==> src/rtl/core_frame_loader_pkg.sv <==
// Shared definitions for the per-core instruction-frame loader.
//   - state_t : loader FSM state encoding (2-bit)
//   - width_of: clog2 clamped to a minimum of 1 bit, so a one-beat frame
//               still yields a legal counter width
// Optional build macro used by the loader: CORE_FRAME_LOADER_CHECK_EN
package core_frame_loader_pkg;

    typedef enum logic [1:0] {
        ST_IDLE   = 2'd0,
        ST_LOAD   = 2'd1,
        ST_LAUNCH = 2'd2,
        ST_EXEC   = 2'd3
    } state_t;

    function automatic int width_of(input int n);
        return (n <= 1) ? 1 : $clog2(n);
    endfunction

endpackage

==> src/rtl/core_frame_buf.sv <==
// Local frame buffer: FRAME_INSNS slots of INSN_W bits.
// Ports:
//   clk        in  clock, rising edge
//   clr_n      in  synchronous active-low clear (all slots to 0)
//   we         in  beat write strobe
//   beat_idx   in  beat index; writes slots beat_idx*LANES .. +LANES-1
//   beat_data  in  beat payload, lane j in bits [j*INSN_W +: INSN_W]
//   rd_addr    in  read slot index
//   rd_data    out slot contents, combinational read
// Each slot is its own register: a whole beat lands in one cycle and the
// fetch stage reads combinationally, which a block RAM cannot provide.
module core_frame_buf
    import core_frame_loader_pkg::*;
#(
    parameter int INSN_LOAD_TIME = 4,
    parameter int INSN_W         = 16,
    parameter int LANES          = 4,
    parameter int CNT_W          = 2,
    parameter int ADDR_W         = 4
) (
    input  logic                      clk,
    input  logic                      clr_n,
    input  logic                      we,
    input  logic [CNT_W-1:0]          beat_idx,
    input  logic [LANES*INSN_W-1:0]   beat_data,
    input  logic [ADDR_W-1:0]         rd_addr,
    output logic [INSN_W-1:0]         rd_data
);

    localparam int FRAME_INSNS = INSN_LOAD_TIME * LANES;

    logic [FRAME_INSNS*INSN_W-1:0] slots_flat;

    generate
        for (genvar gi = 0; gi < FRAME_INSNS; gi++) begin : g_slot
            logic [INSN_W-1:0] slot_reg;

            always_ff @(posedge clk) begin
                if (!clr_n) begin
                    slot_reg <= '0;
                end else if (we && (beat_idx == CNT_W'(gi / LANES))) begin
                    slot_reg <= beat_data[(gi % LANES)*INSN_W +: INSN_W];
                end
            end

            assign slots_flat[gi*INSN_W +: INSN_W] = slot_reg;
        end
    endgenerate

    // Out-of-range addresses (non power-of-two frames) read as zero.
    always_comb begin
        rd_data = '0;
        if ({1'b0, rd_addr} < (ADDR_W+1)'(FRAME_INSNS)) begin
            rd_data = slots_flat[rd_addr*INSN_W +: INSN_W];
        end
    end

endmodule

==> src/rtl/core_frame_loader.sv <==
// Per-core receiver for the scheduler's instruction-frame broadcast.
// Collects INSN_LOAD_TIME beats into the local frame buffer, then launches
// execution (one-cycle exec_go, optional R0 write) and holds ready low until
// the core reports exec_done.
// Ports:
//   clk, reset (sync, active-low)
//   start, insn_load_counter, insn_data : scheduler beat bus
//   init_r0_en, init_r0                 : R0 initialisation for the frame
//   ready                               : 1 = idle or loading
//   exec_go                             : launch pulse
//   exec_done                           : core finished the frame
//   fetch_addr / fetch_insn             : combinational buffer read
//   r0_we / r0_wdata                    : R0 write to the register file
//   err                                 : sticky protocol error
// Build option: CORE_FRAME_LOADER_CHECK_EN enables the protocol checker;
// when undefined err is tied to 0.
module core_frame_loader
    import core_frame_loader_pkg::*;
#(
    parameter int INSN_LOAD_TIME = 4,
    parameter int INSN_BUS_W     = 64,
    parameter int INSN_W         = 16,
    parameter int REG_W          = 8,
    localparam int LANES         = INSN_BUS_W / INSN_W,
    localparam int FRAME_INSNS   = INSN_LOAD_TIME * LANES,
    localparam int CNT_W         = width_of(INSN_LOAD_TIME),
    localparam int ADDR_W        = width_of(FRAME_INSNS)
) (
    input  logic                  clk,
    input  logic                  reset,
    input  logic                  start,
    input  logic [CNT_W-1:0]      insn_load_counter,
    input  logic [INSN_BUS_W-1:0] insn_data,
    input  logic                  init_r0_en,
    input  logic [REG_W-1:0]      init_r0,
    output logic                  ready,
    output logic                  exec_go,
    input  logic                  exec_done,
    input  logic [ADDR_W-1:0]     fetch_addr,
    output logic [INSN_W-1:0]     fetch_insn,
    output logic                  r0_we,
    output logic [REG_W-1:0]      r0_wdata,
    output logic                  err
);

    localparam logic [CNT_W-1:0] LAST_BEAT = CNT_W'(INSN_LOAD_TIME - 1);

    state_t             state_reg, state_next;
    logic               beat;
    logic               r0_en_reg;
    logic [REG_W-1:0]   r0_val_reg;

    // ---------------- FSM ----------------
    always_ff @(posedge clk) begin
        if (!reset) begin
            state_reg <= ST_IDLE;
        end else begin
            state_reg <= state_next;
        end
    end

    // Outputs depend on state_reg only, so ready drops the cycle after the
    // last beat and the scheduler cannot start another frame on this core.
    always_comb begin
        state_next = state_reg;
        ready      = 1'b0;
        exec_go    = 1'b0;
        r0_we      = 1'b0;
        r0_wdata   = '0;
        beat       = 1'b0;
        case (state_reg)
            ST_IDLE: begin
                ready = 1'b1;
                beat  = start;
                if (start && insn_load_counter == '0) begin
                    state_next = (INSN_LOAD_TIME == 1) ? ST_LAUNCH : ST_LOAD;
                end
            end
            ST_LOAD: begin
                ready = 1'b1;
                beat  = start;
                if (start && insn_load_counter == LAST_BEAT) begin
                    state_next = ST_LAUNCH;
                end
            end
            ST_LAUNCH: begin
                exec_go    = 1'b1;
                r0_we      = r0_en_reg;
                r0_wdata   = r0_val_reg;
                state_next = ST_EXEC;
            end
            ST_EXEC: begin
                if (exec_done) begin
                    state_next = ST_IDLE;
                end
            end
            default: state_next = ST_IDLE;
        endcase
    end

    // R0 request is captured with the frame's first beat.
    always_ff @(posedge clk) begin
        if (!reset) begin
            r0_en_reg  <= 1'b0;
            r0_val_reg <= '0;
        end else if (state_reg == ST_IDLE && start && insn_load_counter == '0) begin
            r0_en_reg  <= init_r0_en;
            r0_val_reg <= init_r0;
        end
    end

    // ---------------- frame buffer ----------------
    core_frame_buf #(
        .INSN_LOAD_TIME (INSN_LOAD_TIME),
        .INSN_W         (INSN_W),
        .LANES          (LANES),
        .CNT_W          (CNT_W),
        .ADDR_W         (ADDR_W)
    ) u_buf (
        .clk       (clk),
        .clr_n     (reset),
        .we        (beat),
        .beat_idx  (insn_load_counter),
        .beat_data (insn_data),
        .rd_addr   (fetch_addr),
        .rd_data   (fetch_insn)
    );

    // ---------------- protocol checker ----------------
`ifdef CORE_FRAME_LOADER_CHECK_EN
    logic [CNT_W-1:0] exp_reg;
    logic             err_reg;
    logic             proto_err;

    always_comb begin
        proto_err = 1'b0;
        if (beat && insn_load_counter != exp_reg) begin
            proto_err = 1'b1;
        end
        if (start && (state_reg == ST_LAUNCH || state_reg == ST_EXEC)) begin
            proto_err = 1'b1;
        end
        if (beat && state_reg == ST_LOAD && insn_load_counter == '0) begin
            proto_err = 1'b1;
        end
    end

    always_ff @(posedge clk) begin
        if (!reset) begin
            exp_reg <= '0;
            err_reg <= 1'b0;
        end else begin
            // The expected index restarts once the frame completes.
            if (beat && state_next == ST_LAUNCH) begin
                exp_reg <= '0;
            end else if (beat) begin
                exp_reg <= exp_reg + 1'b1;
            end
            if (proto_err) begin
                err_reg <= 1'b1;
            end
        end
    end

    assign err = err_reg;
`else
    assign err = 1'b0;
`endif

endmodule

==> config.mk <==
export PLATFORM = sky130hd
export DESIGN_NAME = core_frame_loader
export DESIGN_NICKNAME = d
export VERILOG_FILES = /design/src/rtl/core_frame_loader_pkg.sv /design/src/rtl/core_frame_buf.sv /design/src/rtl/core_frame_loader.sv
export SDC_FILE = /design/constraint.sdc
export NUM_CORES = 1
export LEC_CHECK = 0
export ABC_AREA = 1
export CAP_MARGIN = 0
export CORE_UTILIZATION = 43
export CTS_CLUSTER_SIZE = 28
export DETAILED_ROUTE_END_ITERATION = 8
export PLACE_DENSITY_LB_ADDON = 0.3
export REMOVE_ABC_BUFFERS = 1
export SYNTH_ARGS = -nofsm -noshare
export SYNTH_HDL_FRONTEND = slang
export SYNTH_HIERARCHICAL = 1
export SYNTH_SLANG_ARGS = --single-unit
==> constraint.sdc <==
create_clock -name clk -period 1.8 [get_ports clk]
set_clock_uncertainty 0.05 [all_clocks]
set_input_delay 0.36 -clock clk [delete_from_list [all_inputs] [get_ports clk]]
set_output_delay 0.36 -clock clk [all_outputs]
set_load 0.01 [all_outputs]
# Word-level counts from Yosys, hierarchy flattened

Cells that the tools add are included.

Eq/ne operators: 9
Shifts and indexed selects: 1
Multiplexer cells: 9
Reduce and logical (&&, ||, !) cells: 12

Operators by type and width:

| cell               | count |
|---|---|
| $shiftx 256x9->16  | 1 |
| $eq 2x2->1 const B | 4 |
| $logic_and 1x1->1  | 8 |
| $mux 8             | 1 |
| $pmux 2 s4         | 1 |
| $mux 2             | 3 |
| $ne 2x2->1 const B | 3 |
| $eq 2x1->1 const B | 2 |
| $logic_not 2->1    | 2 |
| $mux 1             | 4 |
| $reduce_and 3->1   | 1 |
| $reduce_or 2->1    | 1 |

Flip-flop bits (word level): 267

# Longest topological paths before layout

Gate-level depths: netlist of the first run.

Depth after elaboration: 4
Gate-level depth with buffers: 10
Depth with buffers taken out: 8

# Modules after synthesis

Netlist of the first run, hierarchy kept.

Modules (own cells, without submodules):

| module            | instances | cells each | area each (um^2) | seq. area each (um^2) |
|---|---|---|---|---|
| core_frame_buf    | 1         | 1667       | 11418.5          | 5124.9 |
| core_frame_loader | 1         | 91         | 609.3            | 220.2 |

# Worst setup path after synthesis of the first run

OpenSTA, ideal clock, no wires.

Path kind: register to register
From: register state_reg[0]
To: register u_buf.g_slot[12].slot_reg[0]
Data arrival time: 1.547 ns
Data required time: 1.622 ns
Path slack: 0.074 ns
Stages on the path, launching flop included: 10
Buffers on the path: 2
Period minus slack after synthesis: 1.726 ns
Cells stage by stage: dfxtp_1 > inv_1 > ha_1 > o21a_1 > nand2_1 > inv_1 > nand2_1 > buf_2 > clkbuf_1 > a21oi_1

Longest elaborated chain between the ends: 4

Ends and longest elaborated chain:

| item                                                 | line                    | text |
|---|---|---|
| start: declaration                                   | core_frame_loader.sv:48 | `state_t state_reg, state_next;` |
| start signal: assignment                             | core_frame_loader.sv:58 | `state_reg <= state_next;` |
| $eq 2x1->1 / $logic_not 2->1 (equally long branches) | core_frame_loader.sv:71 | `case (state_reg)` |
| $reduce_or 2->1 (no line) (*)                        | n/a                     |  |
| $mux 1 (*)                                           | core_frame_loader.sv:71 |  |
| via beat                                             | core_frame_loader.sv:49 | `logic beat;` |
| $logic_and 1x1->1 (*)                                | core_frame_buf.sv:41    | `end else if (we && (beat_idx == CNT_W'(gi / LANES))) begin` |
| end signal: assignment                               | core_frame_buf.sv:42    | `slot_reg <= beat_data[(gi % LANES)*INSN_W +: INSN_W];` |
| end: declaration                                     | core_frame_buf.sv:36    | `logic [INSN_W-1:0] slot_reg;` |

The timed path passes the listed nets; every way through them passes the cells marked *.
A chain may end at the register's enable or synchronous reset.

# Worst setup path in the final report of the first run

From: register u_buf.g_slot[6].slot_reg[9]
To: output port fetch_insn[9]

Longest elaborated chain between the ends: 1

Ends and longest elaborated chain:

| item                     | line                    | text |
|---|---|---|
| start: declaration       | core_frame_buf.sv:36    |  |
| start signal: assignment | core_frame_buf.sv:42    |  |
| $shiftx 256x9->16        | core_frame_buf.sv:54    | `rd_data = slots_flat[rd_addr*INSN_W +: INSN_W];` |
| end: declaration         | core_frame_loader.sv:40 | `output logic [INSN_W-1:0] fetch_insn,` |

Every way passes these cells.

==> flow_results.org, run 1 <==
** Power
- Summed over all cells, the static leakage comes to approximately 6.9 nW.
- In this run the power density over the cells is 1060 nW/µm².
- Maximum vdd drop :: ~0.76 mV

** Place
- Routability-driven placement finished with a final weighted congestion of roughly 0.84.
- Estimated wirelength of the detail-placed design :: about 20000 µm
- Port-buffer cells :: 109
- Including well taps, the total number of placed cells is between 2000 and 2500.
- In this run the cell area measured after placement is between 10000 and 15000 µm².

** Timing
- Setup ws final :: -134 ps
- Period utilization :: 107%
- Count of pins over their slew limit :: 0
- Setup repair after global routing could not meet its margin everywhere.
- Max transition margin :: a little under half
- At the pin with the least slew margin, the transition time is about 810 ps.
- Setup violations remaining at the end of the flow were counted as 83.
- The hold violation total from the final report came to 0.
- Subtracting the final worst setup slack from the clock period gives around 1900 ps.
- On the final layout, the worst hold slack is 18.7 ps.
- Static timing analysis puts the maximum clock frequency at around 520 MHz.
- In the final timing run, aggregate negative setup slack is -3680 ps.

** Drt
- The first routing iteration left around 1300 violations.
- In the routed layout, each cell is associated on average with a via count of between 5 and 6.
- Highest metal used :: met4
- After detailed routing, the met2 layer carries ~19000 µm of wire.
- Routed length on met1 :: ~16000 µm
- For this block, the routed nets add up to approximately 40000 µm of wire.
- Met3 Routed Length :: about 3200 µm
- Post-detailed-route DRC marker count :: 0
- Count of vias placed by the detailed router :: ~12000
- Dividing the detail-routed wire length by the instance count gives about 18 µm.
- Antenna-violating nets left :: 0
- Number of iterations in the first detailed-routing pass :: 6

** Worst setup path
- Data required time at the worst endpoint :: 1390 ps
- The critical path ends at fetch_insn[9].
- Critical path origin :: u_buf/g_slot[6].slot_reg[9]
- Critical path class :: reg -> out
- The worst register-to-register path begins at state_reg[0].
- Capturing element type of the critical path :: output pin
- In this run the worst path has a maximum fanout of 2.
- Launching element type of the critical path :: register
- Reg-to-Reg End :: u_buf/g_slot[7].slot_reg[5]
- R2R Setup Slk :: -100 ps
- At the worst endpoint, the arrival time is roughly 1500 ps.
- Worst-case reg-to-reg path depth :: 12

** Die
- In this run the horizontal extent of the chip is 169 µm.
- The die is approximately 170 µm tall.
- 111 I/O pins were placed.
- Once the floorplan was initialized, standard cells occupied about 44% of the core.
- Die footprint :: between 20000 and 30000 µm²
- Row generation in the floorplan step produced 60 rows.
- Core area :: roughly 27000 µm²

** CTS
- Clock-pin slew on the worst setup and hold paths :: ~60 ps
- TritonCTS sink count :: 267
- The clock passes through at most 3 buffers.
- In this run the number of H-tree levels came out at 1.
- Clock insertion delay at the later pin of the skew report :: ~540 ps
- In this run, CTS created clock tree buffers numbering 29.
- Clock tree from TritonCTS :: built
- Clk Tree Root Cell :: sky130_fd_sc_hd__clkbuf_16
- After clock tree synthesis, the flow added hold-fix buffers numbering 0.

** Logic synthesis
- Top_reg_cell synth :: sky130_fd_sc_hd__dfxtp_1
- After synthesis, the netlist uses 23 different library cells.
- Sorting the synthesized cells by area gives the leading types as sky130_fd_sc_hd__dfxtp_1, sky130_fd_sc_hd__o21ai_0, sky130_fd_sc_hd__a21oi_1.
- Total standard cell area after synthesis :: about 12000 µm²
- Leading cell types by count after synthesis :: sky130_fd_sc_hd__nand2_1, sky130_fd_sc_hd__o21ai_0, sky130_fd_sc_hd__dfxtp_1
- Yosys printed 6 warnings.
- Among all cell types in the netlist, the one instantiated most often is sky130_fd_sc_hd__nand2_1.
- Synthesis handed over a netlist of ~1800 instances.
- After synthesis, flip-flops and latches occupy 44.4% of the total area.
- After synthesis, the mean cell area works out to between 6 and 7 µm².
- Count of flip-flops with a built-in enable after synthesis :: 0
- Synthesis-stage register bit count :: about 270
- In this run the biggest area consumer among cell types represents 44.4% of the synthesized area.
- Dominant cell type by area after synthesis :: sky130_fd_sc_hd__dfxtp_1
- For this run, asynchronously set or reset flops after synthesis account for 0%.

** Finish
- Final Util :: 60.9%
- Share of post-route cells with drive strength above 1 :: between 20 and 25%
- Summing all non-filler instances in the final layout gives an area of approximately 17000 µm².
- The register with the most flip-flops in the layout has ~260 of them.
- The area growth from synthesis to layout is 37.7%.
- The finished layout holds roughly 2300 standard cells, fillers aside.
- The net count of the finished layout is 1972.

** Global routing
- Number of antenna violations at the first check in global routing :: 1
- Wire length of the first global-routing pass :: 52100 µm
- Sum of overflow across all layers after global routing :: 0
- Total track usage :: 22.3%
- Pin count of the biggest net entering global routing :: approximately 160
- The number of global-route vias before repair came to 10283.

** Hold path
- Class of the most critical hold timing path :: in -> reg

** Status
- Violations in the final reports :: setup timing
- The run finished, with violations left.

** Job
- Max-cap violations in this run came to 0.
per-stage QoR:
| stage | setup slack, ps | power [mW] |
|---|---|---|
| floorplan | -1390 | 8.84 |
| global placement | -598 | 10.3 |
| detailed placement | -583 | 10.4 |
| CTS | -126 | 16.2 |
| global route | -184 | 18.3 |
| finish | -134 | 17.5 |
critical path, stage by stage (launching register included):
cell	delay, ps
sky130_fd_sc_hd__dfxtp_2	320
sky130_fd_sc_hd__inv_2	40
sky130_fd_sc_hd__o21ai_2	160
sky130_fd_sc_hd__nand2_1	80
sky130_fd_sc_hd__nand3_1	70
sky130_fd_sc_hd__nand3_1	70
sky130_fd_sc_hd__nand2_1	100
sky130_fd_sc_hd__buf_2	140
cell families (layout without fill, tap and decap cells):
kind of cell / count (synthesis) / count (layout) / synth area share [%]
AO/OA/AOI/OAI: 522 / 522 / 21.7
adder cells (fa/ha/maj): 5 / 5 / 0.520
buffers and inverters: 387 / 528 / 13.0
flip-flops: 267 / 267 / 44.4
other: 1 / 2 / 0.0312
AND/OR/NAND/NOR: 576 / 577 / 20.3
timing repair:
action	4_1_cts	5_1_grt
gates cloned	2	33
setup endpoints to repair	181	221
pin swaps	24	56
gates resized for setup	216	399
setup buffers	3	11
report_power, final:
group          internal [mW]  total [mW]  switching, mW
clock network           3.19        5.56           2.37
registers               6.65        6.90          0.249
logic                   2.21        5.04           2.84
layout by cell type (no fill, tap or decap), types with 25 or more instances in the layout:
cell / synthesis / final
sky130_fd_sc_hd__inv_2: 6 / 33
sky130_fd_sc_hd__inv_1: 246 / 212
sky130_fd_sc_hd__dfxtp_1: 267 / 241
sky130_fd_sc_hd__clkbuf_16: 0 / 52
sky130_fd_sc_hd__o21ai_1: 9 / 73
sky130_fd_sc_hd__buf_12: 0 / 29
sky130_fd_sc_hd__o21ai_2: 0 / 93
sky130_fd_sc_hd__nor2_1: 80 / 68
sky130_fd_sc_hd__o21ai_0: 285 / 126
sky130_fd_sc_hd__dfxtp_2: 0 / 25
sky130_fd_sc_hd__nand2_1: 292 / 276
sky130_fd_sc_hd__buf_6: 4 / 32
sky130_fd_sc_hd__a21oi_1: 227 / 205
sky130_fd_sc_hd__nand3_1: 196 / 174
sky130_fd_sc_hd__buf_4: 7 / 37
sky130_fd_sc_hd__clkdlybuf4s50_1: 0 / 77
layout make-up:
| cell class | count | area (µm²) |
|---|---|---|
| diodes | 1 | 2.50 |
| clock buffers | 38 | 790 |
| clock inverters | 9 | 76.3 |
| fillers | 2427 | 10600 |
| inverters | 253 | 1010 |
| multi-input cells | 1105 | 5910 |
| flip-flops and latches | 267 | 5380 |
| well taps | 372 | 465 |
| repair buffers | 225 | 2900 |
| repair inverters | 3 | 33.8 |
routing by layer:
metal	global-route usage [%]	up-vias
li1	-	5962
met2	37.8	562
met3	3.31	108
met1	29.7	5786
met5	0	-
met4	5.72	0
worst min-delay path by stage:
stage,end,cells past startpoint,start,slack (ps)
2_1_floorplan,u_buf/g_slot[10].slot_reg[0],2,u_buf/g_slot[10].slot_reg[0],370
3_3_place_gp,u_buf/g_slot[2].slot_reg[11],2,u_buf/g_slot[2].slot_reg[11],380
3_5_place_dp,u_buf/g_slot[6].slot_reg[12],2,u_buf/g_slot[6].slot_reg[12],390
4_1_cts,u_buf/g_slot[15].slot_reg[11],3,reset,20
5_1_grt,u_buf/g_slot[15].slot_reg[11],3,reset,40
6_report,u_buf/g_slot[15].slot_reg[11],3,reset,20
Note: power is estimated with default switching activity, not from simulation.
==> inputs of run 2 (changes only) <==
--- a/config.mk
+++ b/config.mk
@@ -7,11 +7,14 @@
 export LEC_CHECK = 0
 export ABC_AREA = 1
 export CAP_MARGIN = 0
+export CORE_ASPECT_RATIO = 1.25
 export CORE_UTILIZATION = 43
 export CTS_CLUSTER_SIZE = 28
 export DETAILED_ROUTE_END_ITERATION = 8
+export MAX_ROUTING_LAYER = met4
 export PLACE_DENSITY_LB_ADDON = 0.3
 export REMOVE_ABC_BUFFERS = 1
+export SLEW_MARGIN = 20
 export SYNTH_ARGS = -nofsm -noshare
 export SYNTH_HDL_FRONTEND = slang
 export SYNTH_HIERARCHICAL = 1
==> run 2 against run 1 <==
Effect of this change:
- the flow still finishes with violations (setup timing)
- total power up 7.0%
- flip-flop and latch count unchanged
- core utilization up 4.7 points
- die area about the same
- worst setup slack worse by 52 ps
- critical path depth up 4
- first-iteration DRC count up 5.6%
- sequential share of layout area down 2.6 points
- non-clock buffer count up 55
- register-to-register slack worse by 90 ps
- global-route usage up 3.2 points
==> flow_results.org, run 2 (same netlist as run 1, synthesis figures left out) <==
** Status
- The run finished, with violations left.
- The checks that failed: setup timing.

** CTS
- Largest buffer count on any clock path :: 3
- Clk Tree Root Cell :: sky130_fd_sc_hd__clkbuf_16
- Number of H-tree levels :: 1
- The later pin in the worst-skew pair is clocked with a latency of between 500 and 600 ps.
- TritonCTS built the clock tree.
- Hold Buf Count CTS :: 0
- After clock tree synthesis, the clock-pin slew on the worst setup and hold paths is about 60 ps.
- TritonCTS sink count :: around 270
- In this run, CTS created clock tree buffers numbering 27.

** Power
- The share of total power dissipated in sequential elements is a little under two fifths.
- In this run, the clock network consumes 30.1% of the power.
- For this design the ratio of total power to cell area is 1040 nW/µm².
- VDD sags by at most a little over 1 mV.
- Net switching power :: between 5 and 6 mW
- Overall power consumption after layout is estimated at between 15 and 20 mW.
- Net switching is approximately a third of the power.
- Part of the total power dissipated in combinational logic :: 32.9%
- Cell internal power was estimated by the tool at approximately 13 mW.
- Leak Pwr :: ~7.6 nW

** Drt
- Using the TritonRoute via totals, the vias-per-cell ratio works out to between 5 and 6.
- For this block, the initial DRC count from the detailed router was about 1400.
- Number of iterations in the first detailed-routing pass :: 5
- Wires add up to approximately 46000 µm.
- The highest layer touched by signal routing is met4.
- Routed wire length on met2 :: around 22000 µm
- In the routed design, unresolved DRC markers number 0.
- Routed length on met1 :: around 17000 µm
- In this run the remaining antenna-violating nets after routing total 0.
- Routed length per instance :: between 20 and 25 µm
- Met3 Routed Length :: around 4300 µm
- Count of vias placed by the detailed router :: approximately 13000

** Global routing
- For this run the aggregate overflow at the end of global routing stands at 0.
- Entering global routing, the biggest net connects 61 pins.
- Via count of the first global-routing pass :: about 11000
- The initial antenna violation count came to 1.
- The first global-routing pass estimated 56600 µm of wire.
- Total track usage :: between 20% and 30%

** Worst setup path
- Launching element type of the critical path :: register
- R2R Setup Slk :: -190 ps
- By startpoint and endpoint, the worst setup path is classified as reg -> reg.
- Capturing element type of the critical path :: register
- The slowest stage of the critical path belongs to the cell sky130_fd_sc_hd__dfxtp_2.
- Data arrival at the endpoint of the critical path :: roughly 2400 ps
- The critical path goes through buf_6 > ha_4 > o21a_1 > nand2_2 > buf_6 > nor2_4 > clkinv_8 > buf_12 > buf_16 > nor2_2 > nor2_1.
- For this run, the slowest stage of the critical path takes about 360 ps.
- Reg-to-Reg End :: u_buf/g_slot[7].slot_reg[15]
- The number of cells on the worst reg-to-reg path is 11.
- Along the worst path, the maximum fanout reaches 8.
- Most Frequent Cell on Critical Path :: sky130_fd_sc_hd__buf_6
- Worst reg2reg path startpoint :: state_reg[0]
- Data required time at the worst endpoint :: approximately 2200 ps

** Finish
- Nets@finish :: 2026
- Multi-input logic area :: ~6400 µm²
- Total of fill cells in the finished design :: roughly 2200
- Area growth from synthesis to final layout :: 50.5%
- Share of post-route cells with drive strength above 1 :: about a third
- In the final layout, flip-flops and latches occupy 5400 µm².
- The register with the most flip-flops in the layout has about 260 of them.
- The top cell types in the final layout, fill and taps aside, are sky130_fd_sc_hd__nand2_1, sky130_fd_sc_hd__dfxtp_1, sky130_fd_sc_hd__inv_1.
- Most common cell after layout, fill and taps aside :: sky130_fd_sc_hd__nand2_1
- Final Util :: between 60% and 70%

** Place
- The count of buffers added on input and output ports is 109.
- Estimated wirelength of the detail-placed design :: about 21000 µm
- Gp weighted congestion :: about 0.86

** Timing
- Subtracting the final worst setup slack from the clock period gives approximately 2000 ps.
- Count of pins over their slew limit :: 0
- Period utilization :: 110%
- Maximum frequency from static timing analysis :: 504 MHz
- Hold Fails Final Rpt :: 0
- Setup repair after global routing could not meet its margin everywhere.
- Fin Setup TNS :: -16240 ps
- Hold timing on the final database bottoms out at a slack of between 200 and 250 ps.
- Final setup violating endpoints :: 231
- Across all setup checks in the final design, the least slack found is -186 ps.

** Die
- The initial utilization of the core area, before any placement, comes to 43.6%.
- Measured along the y axis, the die boundary spans between 150 and 200 µm.
- Horizontal die dimension :: ~150 µm
- Pin placement for this block handled between 100 and 150 I/O pins.
- Core area :: roughly 28000 µm²
- Placement row count :: between 60 and 70
- Die footprint :: 28600 µm²

** Hold path
- Hold path startpoint :: reset
- In this run the worst hold path is classified as in -> reg.
- End point of the worst hold path :: u_buf/g_slot[2].slot_reg[2]
- Count of cells along the worst hold path :: 3

** Job
- The tool flagged a number of max-cap violations equal to 0.
==> run 2: cell types whose count changed in the layout (fill, tap and decap cells not counted), moves of 12 or more <==
| cell | before | now |
|---|---|---|
| sky130_fd_sc_hd__dfxtp_2 | 25 | 41 |
| sky130_fd_sc_hd__inv_2 | 33 | 53 |
| sky130_fd_sc_hd__a21oi_2 | 22 | 75 |
| sky130_fd_sc_hd__nor2_2 | 4 | 16 |
| sky130_fd_sc_hd__dfxtp_1 | 241 | 225 |
| sky130_fd_sc_hd__buf_12 | 29 | 48 |
| sky130_fd_sc_hd__inv_1 | 212 | 191 |
| sky130_fd_sc_hd__a21oi_1 | 205 | 152 |
| sky130_fd_sc_hd__o21ai_2 | 93 | 112 |
| sky130_fd_sc_hd__o21ai_0 | 126 | 95 |
==> run 2: metrics by stage <==
stage	instance area, µm²	setup slack, ps	cells
after floorplan	11400	-1390	1624
after global placement	14000	-578	2162
after detailed placement	14000	-601	2162
after CTS	15600	-176	2242
after global routing	18100	-265	2307
final	18100	-186	2307
==> run 2: worst max-delay path: cells and delay by family (launching register included) <==
kind | cells | cell delay (ps)
buf+inv | 5 | 730
simple gates | 4 | 440
flops | 1 | 360
compound gates | 1 | 160
fa+ha+maj | 1 | 130
==> run 2: final cells by class <==
class                   instances  share of cell area, %
multi-input cells            1106                   35.1
flip-flops and latches        267                   29.8
repair buffers                280                   21.8
inverters                     253                   5.64
clock buffers                  40                   4.56
well taps                     350                   2.42
clock inverters                 7                  0.332
repair inverters                3                  0.318
diodes                          1                 0.0138
==> run 2: power groups by stage <==
| stage | combinational, mW | sequential (mW) | clock (mW) |
|---|---|---|---|
| after floorplan | 1.94 | 6.91 | 0 |
| after global placement | 3.45 | 6.94 | 0 |
| after detailed placement | 3.53 | 6.96 | 0 |
| after CTS | 4.27 | 6.84 | 5.65 |
| after global routing | 6.50 | 6.99 | 5.93 |
| final | 6.17 | 6.93 | 5.63 |
==> run 2: worst max path at each step <==
stage                  start  slack [ps]  cells after the start                            to
2_1_floorplan   state_reg[0]       -1390                      8  u_buf/g_slot[12].slot_reg[0]
3_3_place_gp   fetch_addr[2]        -580                      7                fetch_insn[14]
3_5_place_dp   fetch_addr[2]        -600                      7                fetch_insn[14]
4_1_cts         state_reg[0]        -180                      4                         ready
5_1_grt         state_reg[0]        -260                     11  u_buf/g_slot[7].slot_reg[15]
6_report        state_reg[0]        -190                     11  u_buf/g_slot[7].slot_reg[15]
==> run 2: layer usage <==
layer / vias up / GRT usage (%)
met4: 0 / 8.80
met3: 203 / 3.35
met2: 757 / 43.3
met5: - / -
li1: 6083 / -
met1: 6267 / 30.9
==> run 2: repair_timing <==
action	in CTS	in global routing
endpoints found under the setup margin	217	282
resized for setup	284	533
pin swaps	35	96
cloned	15	45
setup buffers	18	22
==> inputs of run 3 (changes only) <==
==> constraint.sdc (replaced) <==
create_clock -name clk -period 1.99 [get_ports clk]
set_clock_uncertainty 0.05 [all_clocks]
set_input_delay 0.398 -clock clk [delete_from_list [all_inputs] [get_ports clk]]
set_output_delay 0.398 -clock clk [all_outputs]
set_load 0.01 [all_outputs]
==> run 3 against run 2 <==
Effect of this change:
- the run now ends clean
- total power fell by 19%
- non-clock buffer count decreased by 97
- final cell count shrank 4.3%
- worst hold slack improved by 16 ps
- critical path depth is 7 lower
- wire length decreased by 29%
- die area unchanged
==> flow_results.org, run 3 (same netlist as run 1, synthesis figures left out) <==
** CTS
- Clock insertion delay at the later pin of the skew report :: between 500 and 600 ps
- CTS built an H-tree with a depth of 1.
- Clock-pin slew on the worst setup and hold paths :: ~60 ps
- Clk Tree Root Cell :: sky130_fd_sc_hd__clkbuf_16
- Largest buffer count on any clock path :: 3
- Number of buffers added by the clock tree synthesis step :: 28
- Clock tree from TritonCTS :: built
- The clock drives about 270 sinks.
- In this run, post-CTS hold repair placed 0 buffers.

** Global routing
- Via count of the first global-routing pass :: 10761
- For this run, the total global-route usage over all layers was measured as 23.8%.
- Number of antenna violations at the first check in global routing :: 0
- For this run the aggregate overflow at the end of global routing stands at 0.
- Entering global routing, the biggest net connects 66 pins.
- The first global-routing pass estimated around 53000 µm of wire.

** Power
- Across the VDD grid, the largest voltage drop is between 0.6 and 0.7 mV.
- Of the total power, registers draw just over 40%.
- Leak Pwr :: approximately 6.3 nW
- Part of the total power dissipated in combinational logic :: a little under a quarter
- Overall power consumption after layout is estimated at approximately 15 mW.
- For this design the total switching power over the nets is about 4.4 mW.
- Per report_power, the clock group accounts for between 30 and 40% of the total.
- Net switching is slightly below 30% of the power.
- Power spread over the standard cell area amounts to approximately 1000 nW/µm².
- The internal portion of the total power is about 11 mW.

** Timing
- Maximum frequency from static timing analysis :: approximately 510 MHz
- Post-layout minimum cycle time :: around 2000 ps
- RSZ-0062 raised after global routing :: true
- Hold Fails Final Rpt :: 0
- Period utilization :: 98.2%
- The number of slew-limit violations in the final report was 0.
- Setup ws final :: 36.1 ps
- Final setup violating endpoints :: 0

** Die
- Die height :: approximately 190 µm
- Number of top-level pins :: between 100 and 150
- Horizontal die dimension :: 152 µm
- The die covers 28600 µm².
- Starting utilization of the core area :: a little over two fifths
- Placement row count :: 68
- In this run the standard cell core region covers about 28000 µm².

** Drt
- Via-to-Cell Ratio :: approximately 5.2
- Post-detailed-route DRC marker count :: 0
- Detailed router's first-iteration violation count :: slightly above 800
- Antenna-violating nets left :: 0
- Total Wirelength :: about 33000 µm
- After detailed routing, the average wire length per cell comes to ~15 µm.
- Number of iterations in the first detailed-routing pass :: 5
- The routed layout has ~11000 vias.

** Place
- Including well taps, the total number of placed cells is approximately 2100.
- Post-Place Worst Slack :: -495 ps
- Port-buffer cells :: around 110
- At the end of routability-driven placement, the weighted congestion stood at 0.841.
- Estimated wirelength of the detail-placed design :: 20300 µm

** Finish
- Area growth from synthesis to final layout :: 25.4%
- Post-route non-filler standard cell count :: approximately 2200
- Commonest cells after routing, fill and taps aside :: sky130_fd_sc_hd__nand2_1, sky130_fd_sc_hd__dfxtp_1, sky130_fd_sc_hd__o21ai_0
- Number of antenna diodes :: 0
- The register with the most flip-flops in the layout has 256 of them.
- Share of post-route cells with drive strength above 1 :: around 11%
- Nets@finish :: between 1500 and 2000
- Most common cell after layout, fill and taps aside :: sky130_fd_sc_hd__nand2_1

** Worst setup path
- In this run the worst path has a maximum fanout of 5.
- STA classifies the critical path startpoint as a register.
- The number of cells on the worst reg-to-reg path is 10.
- The critical path goes through buf_6 > ha_4 > buf_6 > clkdlybuf4s15_2.
- The critical path is of the reg -> out type.
- Worst reg2reg path startpoint :: state_reg[1]
- Slowest stage delay, CP :: ~330 ps
- Capturing element type of the critical path :: output pin
- Data required time at the worst endpoint :: 1540 ps
- Most Frequent Cell on Critical Path :: sky130_fd_sc_hd__buf_6
- Critical path's slowest cell :: sky130_fd_sc_hd__dfxtp_2
- The setup check on the worst reg-to-reg path leaves a slack of roughly 90 ps.
- STA puts the critical path data arrival time at about 1500 ps.
- Reg-to-Reg End :: u_buf/g_slot[4].slot_reg[4]

** Status
- Run status :: finished, final reports clean

** Job
- Max Cap Viol :: 0

** Hold path
- Class of the most critical hold timing path :: in -> reg
- The startpoint identified for the worst hold timing path is reset.
- The worst hold path passes through 3 cells.
- The worst hold path terminates at u_buf/g_slot[6].slot_reg[2].
run 3: timing repair:
item,CTS,global route
buffers inserted,5,1
setup endpoints to repair,33,82
gates resized for setup,141,70
cloned,4,0
hold endpoints to repair,0,0
pin swaps,3,15
run 3: metal layers:
layer / up-vias / wire length [µm] / part of all wire, % / GRT usage, %
met5: - / 0 / 0 / -
met4: 0 / 1190 / 3.6 / 9.82
met3: 88 / 1690 / 5.2 / 2.96
met2: 313 / 15800 / 48 / 39.1
met1: 5271 / 13900 / 43 / 29.2
li1: 5826 / - / - / -
run 3: cell type report:
| type | count | area, µm² |
|---|---|---|
| fill | 2640 | 12500 |
| tap | 350 | 438 |
| sequential | 267 | 5360 |
| multi-input combinational | 1104 | 5240 |
| clock inverter | 9 | 101 |
| clock buffer | 42 | 865 |
| timing repair buffer | 183 | 2110 |
| inverter | 253 | 966 |
run 3: power groups by stage:
stage / combinational [mW] / clock, mW / sequential [mW]
after detailed placement: 3.18 / 0 / 6.29
after global routing: 3.89 / 5.72 / 6.27
after CTS: 3.36 / 5.49 / 6.19
final: 3.48 / 5.40 / 6.21
after floorplan: 1.75 / 0 / 6.25
after global placement: 3.10 / 0 / 6.27
run 3: worst max-delay path by stage:
stage                                       from                            to  slack, ps  depth (start not counted)
finish                              state_reg[1]                       exec_go         40                          4
global route                        state_reg[0]                   r0_wdata[1]         -1                          6
CTS                 u_buf/g_slot[2].slot_reg[11]                fetch_insn[11]        -20                          7
detailed placement                 fetch_addr[2]                fetch_insn[14]       -490                          7
global placement                   fetch_addr[2]                fetch_insn[14]       -460                          7
floorplan                           state_reg[0]  u_buf/g_slot[12].slot_reg[0]      -1200                          8
run 3: through the flow:
step	utilization, %	hold WS, ps	area [µm²]	TNS (ps)
4_1_cts	54.4	215	15000	-16.7
5_1_grt	54.7	239	15100	-1.60
3_5_place_dp	50.2	387	13800	-24140
2_1_floorplan	-	374	11400	-130430
6_report	54.7	224	15100	0
3_3_place_gp	50.2	382	13800	-18090
run 3: worst max-delay path, delay by kind of cell (launching register included):
family     cells  cell delay [ps]
fa+ha+maj      1              160
buf+inv        3              470
flops          1              330
